## src/rtl/seq_divider_32bit.sv

```systemverilog
// seq_divider_32bit
// Iterative restoring divider for RV32M DIV/DIVU/REM/REMU. One quotient bit is
// produced per cycle with a single (XLEN+1)-bit trial subtract; signed ops are
// handled by dividing magnitudes and fixing the sign in a final FIX cycle.
//
// Ports:
//   clk       rising-edge clock
//   rst_n     asynchronous active-low reset
//   start     request, sampled only while busy=0
//   op        00=DIV, 01=DIVU, 10=REM, 11=REMU
//   dividend  rs1 value, sampled with start
//   divisor   rs2 value, sampled with start
//   busy      high from the cycle after an accepted start through the done cycle
//   done      one-cycle pulse, result valid in the same cycle
//   result    quotient or remainder, held until the next accepted start
module seq_divider_32bit #(
  parameter int XLEN = 32
) (
  input  logic            clk,
  input  logic            rst_n,
  input  logic            start,
  input  logic [1:0]      op,
  input  logic [XLEN-1:0] dividend,
  input  logic [XLEN-1:0] divisor,
  output logic            busy,
  output logic            done,
  output logic [XLEN-1:0] result
);

  localparam int CW = $clog2(XLEN);
  localparam logic [CW-1:0] LAST = CW'(XLEN - 1);

  typedef enum logic [1:0] {IDLE, CALC, FIX, DONE} state_t;

  state_t state, state_next;

  logic            rem_op;
  logic            q_neg;
  logic            r_neg;
  logic [XLEN-1:0] dvs;
  // The partial remainder is always below the divisor, so its top bit of the
  // (XLEN+1)-bit form is always zero and is not stored.
  logic [XLEN-1:0] rem;
  logic [XLEN-1:0] quo;
  logic [CW-1:0]   count;

  // Operand decode on the request inputs
  logic            in_signed;
  logic            in_rem;
  logic            dvd_neg;
  logic            dvs_neg;
  logic [XLEN-1:0] dvd_abs;
  logic [XLEN-1:0] dvs_abs;
  logic            div_zero;
  logic            overflow;
  logic            special;
  logic [XLEN-1:0] special_result;

  always_comb begin
    in_signed = ~op[0];
    in_rem    = op[1];
    dvd_neg   = in_signed & dividend[XLEN-1];
    dvs_neg   = in_signed & divisor[XLEN-1];
    // |0x80000000| wraps to 0x80000000, which is correct read as unsigned
    dvd_abs   = dvd_neg ? -dividend : dividend;
    dvs_abs   = dvs_neg ? -divisor : divisor;
    div_zero  = (divisor == '0);
    overflow  = in_signed && (dividend == {1'b1, {(XLEN-1){1'b0}}}) && (divisor == '1);
    special   = div_zero | overflow;
    // Overflow quotient equals the most-negative dividend itself
    if (div_zero) begin
      special_result = in_rem ? dividend : '1;
    end else begin
      special_result = in_rem ? '0 : dividend;
    end
  end

  logic [XLEN:0]   trial;
  logic            trial_ok;
  logic [XLEN-1:0] fix_result;

  always_comb begin
    trial      = {rem, quo[XLEN-1]} - {1'b0, dvs};
    trial_ok   = ~trial[XLEN];
    fix_result = rem_op ? (r_neg ? -rem : rem) : (q_neg ? -quo : quo);
  end

  always_ff @(posedge clk or negedge rst_n) begin
    if (!rst_n) begin
      state <= IDLE;
    end else begin
      state <= state_next;
    end
  end

  always_comb begin
    state_next = state;
    busy       = 1'b0;
    done       = 1'b0;
    case (state)
      IDLE: begin
        if (start) begin
          state_next = special ? DONE : CALC;
        end
      end
      CALC: begin
        busy = 1'b1;
        if (count == LAST) begin
          state_next = FIX;
        end
      end
      FIX: begin
        busy       = 1'b1;
        state_next = DONE;
      end
      DONE: begin
        busy       = 1'b1;
        done       = 1'b1;
        state_next = IDLE;
      end
      default: state_next = IDLE;
    endcase
  end

  always_ff @(posedge clk or negedge rst_n) begin
    if (!rst_n) begin
      rem_op <= 1'b0;
      q_neg  <= 1'b0;
      r_neg  <= 1'b0;
      dvs    <= '0;
      rem    <= '0;
      quo    <= '0;
      count  <= '0;
      result <= '0;
    end else begin
      case (state)
        IDLE: begin
          if (start) begin
            rem_op <= in_rem;
            q_neg  <= dvd_neg ^ dvs_neg;
            r_neg  <= dvd_neg;
            dvs    <= dvs_abs;
            rem    <= '0;
            quo    <= dvd_abs;
            count  <= '0;
            if (special) begin
              result <= special_result;
            end
          end
        end
        CALC: begin
          // Restoring step: keep the trial difference only when it did not borrow
          rem   <= trial_ok ? trial[XLEN-1:0] : {rem[XLEN-2:0], quo[XLEN-1]};
          quo   <= {quo[XLEN-2:0], trial_ok};
          count <= count + CW'(1);
        end
        FIX: begin
          result <= fix_result;
        end
        default: ;
      endcase
    end
  end

endmodule
```

## config.mk

```make
export PLATFORM = sky130hd
export DESIGN_NAME = seq_divider_32bit
export DESIGN_NICKNAME = d
export VERILOG_FILES = /design/src/rtl/seq_divider_32bit.sv
export SDC_FILE = /design/constraint.sdc
export NUM_CORES = 1
export LEC_CHECK = 0
export CAP_MARGIN = 10
export CORE_MARGIN = 2
export CORE_UTILIZATION = 45
export CTS_BUF_LIST = sky130_fd_sc_hd__clkbuf_8 sky130_fd_sc_hd__clkbuf_16
export DETAILED_ROUTE_END_ITERATION = 10
export PLACE_DENSITY = 0.79
export SLEW_MARGIN = 15
export SYNTH_ARGS = -nofsm -noshare
export SYNTH_HDL_FRONTEND = slang
export SYNTH_SLANG_ARGS = --single-unit
```

## constraint.sdc

```tcl
create_clock -name clk -period 3 [get_ports clk]
set_clock_uncertainty 0.15 [all_clocks]
set_input_delay 0.45 -clock clk [delete_from_list [all_inputs] [get_ports clk]]
set_output_delay 0.45 -clock clk [all_outputs]
set_load 0.03 [all_outputs]
```

==> flow_metrics.tcl <==
set metrics [dict create \
    status "finished, violations left" \
    failed_checks "setup timing" \
    critPathKind "reg2reg" \
    synth_top_area_frac 0.313 \
    syn_nets 1499 \
    fp.dieH_um 161 \
    ys_seq_area_frac 0.313 \
    finalWeightedCongestion 0.930 \
    synth_seq_cells 138 \
    holdPathEnd "dvs[23]" \
    cts_buffers 17 \
    areaGrowthSynthToFinish_pct 38.1 \
    vias_per_cell 5.96 \
    crit_arrival_ps 3360 \
    start_util 0.456 \
    final_hold_viol_count 0 \
    grt_pass1_wl_um 58300 \
    dp_hpwl_um 25300 \
    globalRouteTotalUtil 0.280 \
    clockRootBuffer "clkbuf_16" \
    synth.distinct_cells 76 \
    wirelength_um 37300 \
    cts.path.max_buffers 2 \
    dp.cells 1933 \
    r2r_slack_ps -210 \
    r2r_cells 13 \
    syn_avg_cell_area_um2 7.96 \
    layout-drive-gt1-share 0.228 \
    core_region_area_mm2 0.0242 \
    dieArea_mm2 0.0258 \
    worstMarginPinSlew_ps 1210 \
    setup_ws_ps -211 \
    rows 57 \
    hold_depth 2 \
    crit_start "dvs[0]" \
    hp-class "reg2reg" \
    cts.sinks 138 \
    num-nets-final 1770 \
    io_buffer_count 102 \
    whs_ps 329 \
    synthTopCellsByArea "dfrtp_1 31%, o21ai_0 8.9%, xnor2_1 6.7%" \
    clk_latency_ps 430 \
    grt_pass1_vias 11500 \
    slew_viol_final 0 \
    relSlewSlack 0.191 \
    synth_ff_type "dfrtp_1" \
    cts_tree "built" \
    dieWidth_um 161 \
    synth_top_area_cell "dfrtp_1" \
    dpl_cell_area_mm2 0.0137 \
    ir_drop_v 0.000946 \
    endpoint_kind "flip-flop" \
    r2r_start "dvs[0]" \
    fin_cells 1994 \
    async_flop_share 1.00 \
    drv_cap 0 \
    setup_viol 41 \
    utilization 0.630 \
    power_uw 18900 \
    synthCells 1386 \
    fin_crit_ps 3210 \
    drtAntennaViolNets 0 \
    cp.required_ps 3150 \
    drc 0 \
    cp_max_fo 5 \
    grt_max_degree 73 \
    wl_per_cell_um 18.7 \
    via_count 11900 \
    antenna_found_initial 0 \
    synth-edff-count 0 \
    worstReg2RegEnd "rem[19]" \
    fin_area_mm2 0.0152 \
    leakagePower_uw 0.00657 \
    cp-start-kind "flip-flop" \
    yosysMostFrequentCell "o21ai_0" \
    antenna_cells 0 \
    cts.htree.levels 4 \
    drt_pre_antenna_iters 7 \
    cts.clk_slew.worst_paths_ps 60 \
    power_density_mw_per_mm2 1240 \
    yosysWarnings 0 \
    ios 103 \
    fmax_mhz 311 \
    drt-initial-drc-count 1118 \
    netlist_area_mm2 0.0110 \
    grt_overflow_total 0 \
    fin_crit_sh 1.07 \
    synth_common_cells "197 x o21ai_0, 182 x nand2_1, 138 x dfrtp_1" \
    min_from "dvs[23]" \
    rsz0062_at_grt "yes" \
]
what timing repair did:
item / 4_1_cts / 5_1_grt
pin swaps: 32 / 27
setup endpoints to repair: 65 / 71
hold endpoints to repair: 69 / 0
buffers inserted: 14 / 8
hold buffers: 1 / 0
gates cloned: 5 / 3
resized for setup: 52 / 67
stage by stage:
| step | worst slack (ps) | TNS [ps] |
|---|---|---|
| after global placement | -361 | -19160 |
| final | -211 | -5890 |
| after detailed placement | -536 | -26580 |
| after floorplan | -123 | -2710 |
| after global routing | -272 | -9110 |
| after CTS | -209 | -6280 |
routing by layer:
metal / wire length [um] / track usage / vias to the layer above
li1: - / - / 5472
met1: 15100 / 0.349 / 5677
met2: 17800 / 0.469 / 578
met3: 2490 / 0.0436 / 152
met4: 1970 / 0.147 / 0
met5: 0 / 0 / -
layout make-up:
type                       count  area, um2
clock buffer                  17        425
inverter                      67        251
timing repair buffer         329       2950
fill                        1862       8950
tap                          324        405
clock inverter                15        206
sequential                   138       3460
multi-input combinational   1104       7530
worst max path at each step:
stage	slack [ps]	to	cells past startpoint
6_report	-210	rem[19]	13
5_1_grt	-270	rem[4]	14
4_1_cts	-210	rem[20]	14
3_5_place_dp	-540	result[13]	11
3_3_place_gp	-360	result[22]	10
2_1_floorplan	-120	rem[29]	13
layout by cell type, fill, tap and decap left out, drive strengths merged, types with 58 or more instances in the layout:
| cell type | netlist | final |
|---|---|---|
| nand2 | 182 | 182 |
| inv | 66 | 67 |
| clkdlybuf4s50 | 0 | 97 |
| nor2 | 86 | 86 |
| o21ai | 205 | 205 |
| a21oi | 103 | 103 |
| dfrtp | 138 | 138 |
| xor2 | 58 | 58 |
| xnor2 | 85 | 85 |
| buf | 14 | 225 |
worst max-delay path: stages, from the launching register on:
cell       delay [ps]
dfrtp_1           430
ha_4              190
fa_2              340
nand2b_4          170
a21oi_4           160
o41a_1            210
o21a_1            230
o21ai_4            90
o31ai_4           280
xor2_4            210
buf_6             150
clkbuf_16         160
mux2i_1           210
o21ai_0           100
state kept, by name, summed over array words and instances (netlist names):
register / flops
count: 5
dvs: 32
q_neg: 1
quo: 32
r_neg: 1
rem: 32
rem_op: 1
result: 32
state: 2
report_power, final:
group          internal [uW]  leakage [uW]  switching [uW]  total [uW]
combinational           5970       0.00453            6860       12800
sequential              2700       0.00174            1110        3810
clock                   1460      0.000309             850        2310
cell families after synthesis:
kind of cell,count (synthesis),share of synthesized area
AO/OA/AOI/OAI,453,0.248
XOR/XNOR,143,0.114
adder cells (fa/ha/maj),44,0.0506
buffers and inverters,144,0.0513
flip-flops,138,0.313
multiplexers,49,0.0468
AND/OR/NAND/NOR,415,0.176
(Power assumes the default switching activity.)
